`src/rtl/mdu_pkg.sv`:
```
// rtl/mdu_pkg.sv - shared encodings and helpers for the multiply/divide unit
package mdu_pkg;

  localparam int MDU_ITER = 32;

  typedef enum logic [1:0] {
    OP_MULT  = 2'b00,
    OP_MULTU = 2'b01,
    OP_DIV   = 2'b10,
    OP_DIVU  = 2'b11
  } op_e;

  typedef enum logic [1:0] {
    IDLE,
    RUN,
    FINISH
  } state_e;

  function automatic logic [31:0] mag32(input logic [31:0] v, input logic is_signed);
    return (is_signed && v[31]) ? (32'd0 - v) : v;
  endfunction

endpackage

```
`src/rtl/mdu_iter.sv`:
```
// rtl/mdu_iter.sv - unsigned shift-add / restoring-divide datapath, one step per cycle
module mdu_iter
  import mdu_pkg::*;
#(
  parameter int XLEN = 32
) (
  input  logic              clock,
  input  logic              reset,
  input  logic              load_i,
  input  logic              step_i,
  input  logic              is_div_i,
  input  logic [XLEN-1:0]   a_i,
  input  logic [XLEN-1:0]   b_i,
  output logic [5:0]        cnt_o,
  output logic [2*XLEN-1:0] res_o
);

  logic [2*XLEN-1:0] acc_q, acc_d;
  logic [XLEN-1:0]   opb_q;
  logic              is_div_q;
  logic [5:0]        cnt_q;
  logic [XLEN:0]     sum;
  logic [XLEN:0]     rem_sh;
  logic [XLEN-1:0]   diff;

  // acc holds {partial product, multiplier} or {remainder, dividend/quotient}
  always_comb begin
    sum    = {1'b0, acc_q[2*XLEN-1:XLEN]} + (acc_q[0] ? {1'b0, opb_q} : '0);
    rem_sh = acc_q[2*XLEN-1:XLEN-1];
    diff   = rem_sh[XLEN-1:0] - opb_q;
    acc_d  = {sum, acc_q[XLEN-1:1]};
    if (is_div_q) begin
      if (rem_sh >= {1'b0, opb_q}) begin
        acc_d = {diff, acc_q[XLEN-2:0], 1'b1};
      end else begin
        acc_d = {rem_sh[XLEN-1:0], acc_q[XLEN-2:0], 1'b0};
      end
    end
  end

  always_ff @(posedge clock) begin
    if (reset) begin
      acc_q    <= '0;
      opb_q    <= '0;
      is_div_q <= 1'b0;
      cnt_q    <= '0;
    end else if (load_i) begin
      acc_q    <= {{XLEN{1'b0}}, a_i};
      opb_q    <= b_i;
      is_div_q <= is_div_i;
      cnt_q    <= '0;
    end else if (step_i) begin
      acc_q    <= acc_d;
      cnt_q    <= cnt_q + 6'd1;
    end
  end

  assign cnt_o = cnt_q;
  assign res_o = acc_d;

endmodule

```
`src/rtl/mult_div_unit.sv`:
```
// rtl/mult_div_unit.sv - iterative MULT/MULTU/DIV/DIVU unit with HI/LO result registers
module mult_div_unit
  import mdu_pkg::*;
#(
  parameter int XLEN = 32
) (
  input  logic            clock,
  input  logic            reset,
  input  logic            start,
  input  logic [1:0]      op,
  input  logic [XLEN-1:0] in_s1,
  input  logic [XLEN-1:0] in_s2,
  output logic            busy,
  output logic            done,
  output logic [XLEN-1:0] hi,
  output logic [XLEN-1:0] lo,
  output logic            div_zero
);

  state_e            state_q, state_d;
  logic              load, last;
  logic              is_signed_in, is_div_in;
  logic              is_div_q, neg_q, rem_neg_q, zero_q;
  logic [XLEN-1:0]   s1_q;
  logic [XLEN-1:0]   hi_q, lo_q, hi_d, lo_d;
  logic              div_zero_q;
  logic [5:0]        cnt;
  logic [2*XLEN-1:0] res, prod;

  assign is_signed_in = (op_e'(op) == OP_MULT) || (op_e'(op) == OP_DIV);
  assign is_div_in    = op[1];

  mdu_iter #(.XLEN(XLEN)) u_iter (
    .clock    (clock),
    .reset    (reset),
    .load_i   (load),
    .step_i   (state_q == RUN),
    .is_div_i (is_div_in),
    .a_i      (mag32(in_s1, is_signed_in)),
    .b_i      (mag32(in_s2, is_signed_in)),
    .cnt_o    (cnt),
    .res_o    (res)
  );

  always_comb begin
    state_d = state_q;
    load    = 1'b0;
    last    = (state_q == RUN) && (cnt == 6'(MDU_ITER - 1));
    case (state_q)
      IDLE: begin
        if (start) begin
          state_d = RUN;
          load    = 1'b1;
        end
      end
      RUN: begin
        if (last) state_d = FINISH;
      end
      FINISH: begin
        if (start) begin
          state_d = RUN;
          load    = 1'b1;
        end else begin
          state_d = IDLE;
        end
      end
      default: state_d = IDLE;
    endcase
  end

  // Sign fix-up applied to the final step's result as it is written to HI/LO
  always_comb begin
    prod = neg_q ? ('0 - res) : res;
    hi_d = prod[2*XLEN-1:XLEN];
    lo_d = prod[XLEN-1:0];
    if (is_div_q) begin
      if (zero_q) begin
        hi_d = s1_q;
        lo_d = '1;
      end else begin
        hi_d = rem_neg_q ? ('0 - res[2*XLEN-1:XLEN]) : res[2*XLEN-1:XLEN];
        lo_d = neg_q ? ('0 - res[XLEN-1:0]) : res[XLEN-1:0];
      end
    end
  end

  always_ff @(posedge clock) begin
    if (reset) begin
      state_q    <= IDLE;
      is_div_q   <= 1'b0;
      neg_q      <= 1'b0;
      rem_neg_q  <= 1'b0;
      zero_q     <= 1'b0;
      s1_q       <= '0;
      hi_q       <= '0;
      lo_q       <= '0;
      div_zero_q <= 1'b0;
    end else begin
      state_q <= state_d;
      if (load) begin
        is_div_q  <= is_div_in;
        neg_q     <= is_signed_in && (in_s1[XLEN-1] ^ in_s2[XLEN-1]);
        rem_neg_q <= is_signed_in && in_s1[XLEN-1];
        zero_q    <= (in_s2 == '0);
        s1_q      <= in_s1;
      end
      if (last) begin
        hi_q       <= hi_d;
        lo_q       <= lo_d;
        div_zero_q <= is_div_q && zero_q;
      end
    end
  end

  assign busy     = (state_q == RUN);
  assign done     = (state_q == FINISH);
  assign hi       = hi_q;
  assign lo       = lo_q;
  assign div_zero = div_zero_q;

endmodule

```
`config.mk`:
```
export PLATFORM = sky130hd
export DESIGN_NAME = mult_div_unit
export DESIGN_NICKNAME = d
export VERILOG_FILES = /design/src/rtl/mdu_pkg.sv /design/src/rtl/mdu_iter.sv /design/src/rtl/mult_div_unit.sv
export SDC_FILE = /design/constraint.sdc
export NUM_CORES = 1
export LEC_CHECK = 0
export CORE_MARGIN = 2
export CORE_UTILIZATION = 60
export DETAILED_ROUTE_END_ITERATION = 8
export PLACE_DENSITY_LB_ADDON = 0.2
export SYNTH_ARGS = -nofsm -noshare
export SYNTH_HDL_FRONTEND = slang
export SYNTH_SLANG_ARGS = --single-unit
```
`constraint.sdc`:
```
create_clock -name clock -period 6 [get_ports clock]
set_clock_uncertainty 0.1 [all_clocks]
set_input_delay 1.2 -clock clock [delete_from_list [all_inputs] [get_ports clock]]
set_output_delay 1.2 -clock clock [all_outputs]
set_load 0.02 [all_outputs]
```
==> flow_metrics.env, run 1 <==
export IMPL_routed_via_count=19285
export IMPL_viasPerCell=6.88
export IMPL_final_common_cell="nand2_1"
export IMPL_area_growth_pct=15.3
export IMPL_rsz0062_at_grt="no"
export IMPL_start_kind="flop"
export IMPL_tightest_slew_ns=1.37
export IMPL_p_switching_w=0.00171
export IMPL_dpl_hpwl_um=48300
export IMPL_syn_cell_area_um2=16900
export IMPL_drc=0
export IMPL_fin_hold_ws_ns=0.348
export IMPL_drt_iter0_drc=3114
export IMPL_powerDensity_nw_per_um2=239
export IMPL_port_buffer_count=135
export IMPL_setup_tns_final_ns=0
export IMPL_status="complete, no violations"
export IMPL_final_cell_mix="nand2_1, nor2_1, a21oi_1"
export IMPL_gp_congestion=1.03
export IMPL_p_int_w=0.00297
export IMPL_core_area_um2=27800
export IMPL_ir_worst_vdd_mv=0.247
export IMPL_postSynthAreaPerCell_um2=7.23
export IMPL_worstSetupEndpointType="flop"
export IMPL_cts_sinks=205
export IMPL_htreeDepth=1
export IMPL_p_seq_frac=0.323
export IMPL_drv_cap=0
export IMPL_finalCriticalPeriod_ns=5.70
export IMPL_antenna_cells=0
export IMPL_cts_root_buf="clkbuf_16"
export IMPL_required_ns=6.31
export IMPL_fmax_mhz=175
export IMPL_pwr_share_comb=0.308
export IMPL_switching_share=0.365
export IMPL_yosys_register_bits=205
export IMPL_synth_fp_nets=2483
export IMPL_wl_um=65900
export IMPL_cts_tree="yes"
export IMPL_ios=136
export IMPL_ys_async_sr_fraction=0
export IMPL_post_cts_buffers=0
export IMPL_ctsHoldBuffers=0
export IMPL_start_util=0.609
export IMPL_cts_clk_slew_worst_paths_ns=0.06
export IMPL_fp_dieArea_um2=29600
export IMPL_layout_drive_gt1_share=0.0725
export IMPL_die_x_um=172
export IMPL_numCtsBuffers=25
export IMPL_setup_violations=0
export IMPL_relSlewSlack=0.0794
export IMPL_grt_antenna_before_repair=0
export IMPL_hold_violations=0
export IMPL_crit_fanout=15
export IMPL_p_clk_frac=0.369
export IMPL_grt_pass1_vias=17753
export IMPL_synth_cell_types=108
export IMPL_die_y_um=172
export IMPL_fillers=2394
export IMPL_grt_max_degree=116
export IMPL_synth_edf_count=0
export IMPL_clock_latency_ns=0.56
export IMPL_gr_total_overflow=0
export IMPL_synthCells=2343
export IMPL_track_usage=0.435
export IMPL_period_share=0.950
export IMPL_leakage_nw=7.32
export IMPL_drtAntennaViolNets=0
export IMPL_crit_type="flop to flop"
export IMPL_arrival_ns=6.01
export IMPL_num_rows=61
export IMPL_grt_first_pass_wirelength_um=100000
export IMPL_yosysSeqAreaShare=0.242
export IMPL_synth_warnings=0
export IMPL_layout_nets=2548
export IMPL_clockBufferDepth=3
export IMPL_slew_violations=0
export IMPL_hold_class="flop to flop"
export IMPL_wl_per_cell_um=23.5
export IMPL_yosys_most_used_dff="dfxtp_1"
export IMPL_firstDrtPassIters=6
==> sequential cells by signal, indices dropped and copies added, names as in the netlist <==
name and count:
hi 32, state_q 2, rem_neg_q 1, neg_q 1
div_zero 1, u_iter.cnt_o 6, zero_q 1, u_iter.acc_q 64
s1_q 32, u_iter.opb_q 32, lo 32, u_iter.is_div_q 1
==> timing repair <==
action                     4_1_cts  5_1_grt
hold endpoints to repair         0        0
setup endpoints to repair        0        1
gates resized for setup          0        1
==> synthesized netlist by cell type, drive strengths merged (26+ instances only) <==
cell    count  share of area
nor4       26          0.013
nand3      34          0.010
clkbuf    113          0.025
o21ai     139          0.041
nand4      30          0.012
a21oi     219          0.066
o211ai     26          0.012
nand2     285          0.064
ha         69          0.051
xnor2      80          0.041
xor2       73          0.038
dfxtp     205           0.24
and2       42          0.016
a211oi     87          0.040
inv        70          0.016
o31ai      29          0.013
nor2      270          0.060
buf        43          0.012
or3        28          0.010
nor3      100          0.030
mux2i      45          0.027
==> worst max-delay path, stage by stage (launching register included) <==
cell,delay (ns)
dfxtp_1,0.52
inv_1,0.08
ha_1,0.43
nand4_1,0.24
nor2_1,0.16
a221oi_2,0.40
o211ai_2,0.43
nor4_1,0.89
o2111ai_1,0.17
buf_4,0.20
or3_1,0.63
nor4_2,0.32
buf_4,0.22
nand4bb_1,0.23
o21ai_1,0.25
xnor2_1,0.17
a21oi_1,0.10
==> area by class of cell <==
cell class              count  area [µm²]  area share
repair buffers            194        1800      0.0924
clock buffers              34         719      0.0369
inverters                  72         270      0.0138
clock inverters            12         196      0.0101
well taps                 378         473      0.0242
flip-flops and latches    205        4110       0.210
multi-input cells        1910       12000       0.612
==> metrics by stage <==
| step | setup WS [ns] | total power [W] | utilization | cell area [µm²] | instances |
|---|---|---|---|---|---|
| floorplan | 0.947 | 0.00245 | - | 16900 | 2343 |
| global route | 0.0528 | 0.00481 | 0.703 | 19500 | 2805 |
| finish | 0.298 | 0.00468 | 0.703 | 19500 | 2805 |
| CTS | 0.318 | 0.00460 | 0.702 | 19500 | 2805 |
| detailed placement | 0.363 | 0.00290 | 0.669 | 18600 | 2759 |
| global placement | 0.375 | 0.00288 | 0.669 | 18600 | 2759 |
==> path summary, 6_finish.rpt <==
| check | start | cells after the start | slack [ns] | endpoint |
|---|---|---|---|---|
| max reg2reg | u_iter.opb_q[27]$_SDFFE_PP0P_ | 16 | 0.30 | hi[27]$_SDFFE_PP0P_ |
| min reg2reg | hi[23]$_SDFFE_PP0P_ | 2 | 0.35 | hi[23]$_SDFFE_PP0P_ |
| max | u_iter.opb_q[27]$_SDFFE_PP0P_ | 16 | 0.30 | hi[27]$_SDFFE_PP0P_ |
| min | hi[23]$_SDFFE_PP0P_ | 2 | 0.35 | hi[23]$_SDFFE_PP0P_ |
==> power groups by stage <==
stage | Clock, W | Combinational (W) | Sequential [W]
6_report | 0.00173 | 0.00144 | 0.00151
3_5_place_dp | 0 | 0.00137 | 0.00153
2_1_floorplan | 0 | 0.000955 | 0.00150
4_1_cts | 0.00171 | 0.00138 | 0.00150
3_3_place_gp | 0 | 0.00135 | 0.00153
5_1_grt | 0.00177 | 0.00153 | 0.00151
==> routing by layer <==
metal | wire length (µm) | vias to the layer above | GRT usage
met2 | 27700 | 1452 | 0.659
met4 | 3360 | 0 | 0.181
met3 | 8750 | 285 | 0.0986
met1 | 26100 | 8920 | 0.596
li1 | - | 8628 | -
met5 | 0 | - | 0
==> cells by family after synthesis <==
kind of cell | after synthesis | synth area share
adders and majority gates | 71 | 0.0534
muxes | 57 | 0.0346
and+or+nand+nor | 921 | 0.261
buffers and inverters | 228 | 0.0531
AOI/OAI and AO/OA | 708 | 0.277
xor gates and xnor gates | 153 | 0.0791
DFF | 205 | 0.242
Note: power is estimated with default switching activity, not from simulation.
==> run 2, diff against run 1 <==
Settings changed: CORE_UTILIZATION 60 to 54, CTS_CLUSTER_SIZE set to 28, TNS_END_PERCENT set to 50.
Clock period 6 ns to 4.9 ns, I/O delays scaled along.
==> run 2 against run 1 <==
Compared with the run above:
- die area up 11%
- final cell count up 6.6%
- via count grew 1.0%
- wire length is 2.8% higher
- sequential share of layout area decreased by 1.3 points
- critical endpoint is now hi[28]$_SDFFE_PP0P_
- sequential power is 21% higher
- setup slack worse by 0.15 ns
==> flow_metrics.env, run 2 (synthesis results as in run 1) <==
export IMPL_setup_violations=0
export IMPL_routedLengthMet1_um=28600
export IMPL_cts_clk_slew_worst_paths_ns=0.07
export IMPL_wl_met2_um=28700
export IMPL_wl_per_cell_um=22.7
export IMPL_relSlewSlack=0.166
export IMPL_placed_cell_area_um2=19800
export IMPL_start_util=0.551
export IMPL_clockBufferDepth=3
export IMPL_slowest_stage="or4_4"
export IMPL_period_share=0.969
export IMPL_die_y_um=181
export IMPL_powerDensity_nw_per_um2=276
export IMPL_leakage_nw=8.12
export IMPL_tightest_slew_ns=1.25
export IMPL_htreeDepth=1
export IMPL_drv_cap=0
export IMPL_grt_antenna_before_repair=2
export IMPL_worstSetupEndpointType="flop"
export IMPL_largest_reg_flops=64
export IMPL_status="complete, no violations"
export IMPL_firstDrtPassIters=7
export IMPL_routed_via_count=19480
export IMPL_core_area_um2=30700
export IMPL_numCtsBuffers=25
export IMPL_cts_tree="yes"
export IMPL_fin_util=0.679
export IMPL_layout_nets=2714
export IMPL_crit_chain="inv_1, ha_2, nand4_2, buf_4, or4_4, a21oi_4, o211ai_2, buf_4, nand2_4, nor2_1, a221oi_4, or3b_1, or3_1, o31ai_1, mux2i_1, a211oi_1"
export IMPL_finalCriticalPeriod_ns=4.75
export IMPL_grt_first_pass_wirelength_um=104000
export IMPL_drc=0
export IMPL_track_usage=0.401
export IMPL_crit_type="flop to flop"
export IMPL_arrival_ns=5.06
export IMPL_cts_sinks=205
export IMPL_wl_met3_um=7210
export IMPL_layout_drive_gt1_share=0.142
export IMPL_cts_root_buf="clkbuf_16"
export IMPL_cp_top_family="simple AND/OR/NAND/NOR gates"
export IMPL_hold_class="flop to flop"
export IMPL_gr_total_overflow=0
export IMPL_grt_pass1_vias=18381
export IMPL_wl_um=67700
export IMPL_area_growth_pct=23.3
export IMPL_gp_congestion=1.07
export IMPL_final_cell_mix="nand2_1, nor2_1, buf_4"
export IMPL_drtAntennaViolNets=0
export IMPL_fp_dieArea_um2=32800
export IMPL_cpPeakStageDelay_ns=0.52
export IMPL_fillers=2702
export IMPL_drt_iter0_drc=2352
export IMPL_critPathBufInv=3
export IMPL_slew_violations=0
export IMPL_start_kind="flop"
export IMPL_design_area_um2=20900
export IMPL_viasPerCell=6.52
export IMPL_setup_tns_final_ns=0
export IMPL_grt_max_degree=73
export IMPL_crit_fanout=13
export IMPL_clock_latency_ns=0.57
export IMPL_hold_violations=0
export IMPL_port_buffer_count=135
export IMPL_fmax_mhz=211
export IMPL_crit_top_cell="buf_4"
export IMPL_max_flop_register="u_iter.acc_q"
export IMPL_ir_worst_vdd_mv=0.251
export IMPL_num_rows=64
export IMPL_dpl_hpwl_um=52500
export IMPL_topRoutingLayerUsed="met4"
export IMPL_required_ns=5.21
export IMPL_die_x_um=181
export IMPL_ios=136
export IMPL_final_common_cell="nand2_1"
-- run 2: what timing repair did --
item / in CTS / in global routing
gates resized for setup: 4 / 37
pin swaps: 0 / 11
hold buffers: 0 / 0
setup buffers: 0 / 4
setup endpoints to repair: 7 / 22
-- run 2: area by class of cell --
cell class                      instances  area, µm²  area share
Tap cell                              396        495      0.0237
Sequential cell                       205       4110       0.197
Clock inverter                          8        111     0.00533
Clock buffer                           38        714      0.0342
Timing Repair Buffer                  360       3060       0.147
Inverter                               72        270      0.0129
Antenna cell                            1       2.50    0.000120
Multi-Input combinational cell       1910      12100       0.580
-- run 2: path summary, 6_finish.rpt --
check,from,endpoint,slack [ns],depth (start not counted)
worst max-delay path,u_iter.opb_q[13]$_SDFFE_PP0P_,hi[28]$_SDFFE_PP0P_,0.15,16
worst min register to register,hi[23]$_SDFFE_PP0P_,hi[23]$_SDFFE_PP0P_,0.35,2
worst max register to register,u_iter.opb_q[13]$_SDFFE_PP0P_,hi[28]$_SDFFE_PP0P_,0.15,16
worst min-delay path,hi[23]$_SDFFE_PP0P_,hi[23]$_SDFFE_PP0P_,0.35,2
-- run 2: metrics by stage --
| stage | std cells | hold slack (ns) | total power (W) | worst slack, ns |
|---|---|---|---|---|
| 2_1_floorplan | 2343 | 0.331 | 0.00300 | 0.0130 |
| 6_report | 2990 | 0.351 | 0.00577 | 0.150 |
| 3_5_place_dp | 2939 | 0.345 | 0.00378 | -0.213 |
| 5_1_grt | 2990 | 0.376 | 0.00598 | -0.00378 |
| 4_1_cts | 2985 | 0.355 | 0.00566 | 0.0825 |
| 3_3_place_gp | 2939 | 0.336 | 0.00375 | -0.266 |
-- run 2: where the power goes --
part           total (W)  internal [W]  switching (W)
clock            0.00191       0.00112       0.000796
combinational    0.00202      0.000799        0.00122
sequential       0.00183       0.00175      0.0000892
-- run 2: worst register-to-register path, delay by kind of cell, from the launching register on --
kind	cells	cell delay [ns]
compound gates	5	1.24
mux	1	0.23
fa+ha+maj	1	0.41
flops	1	0.37
buf+inv	3	0.48
simple gates	6	1.79
-- run 2: routing by layer --
layer  global-route usage  up-vias
met5                    0        -
met1                0.557     9155
met4                0.156        0
met2                0.618     1137
li1                     -     8971
met3               0.0693      217
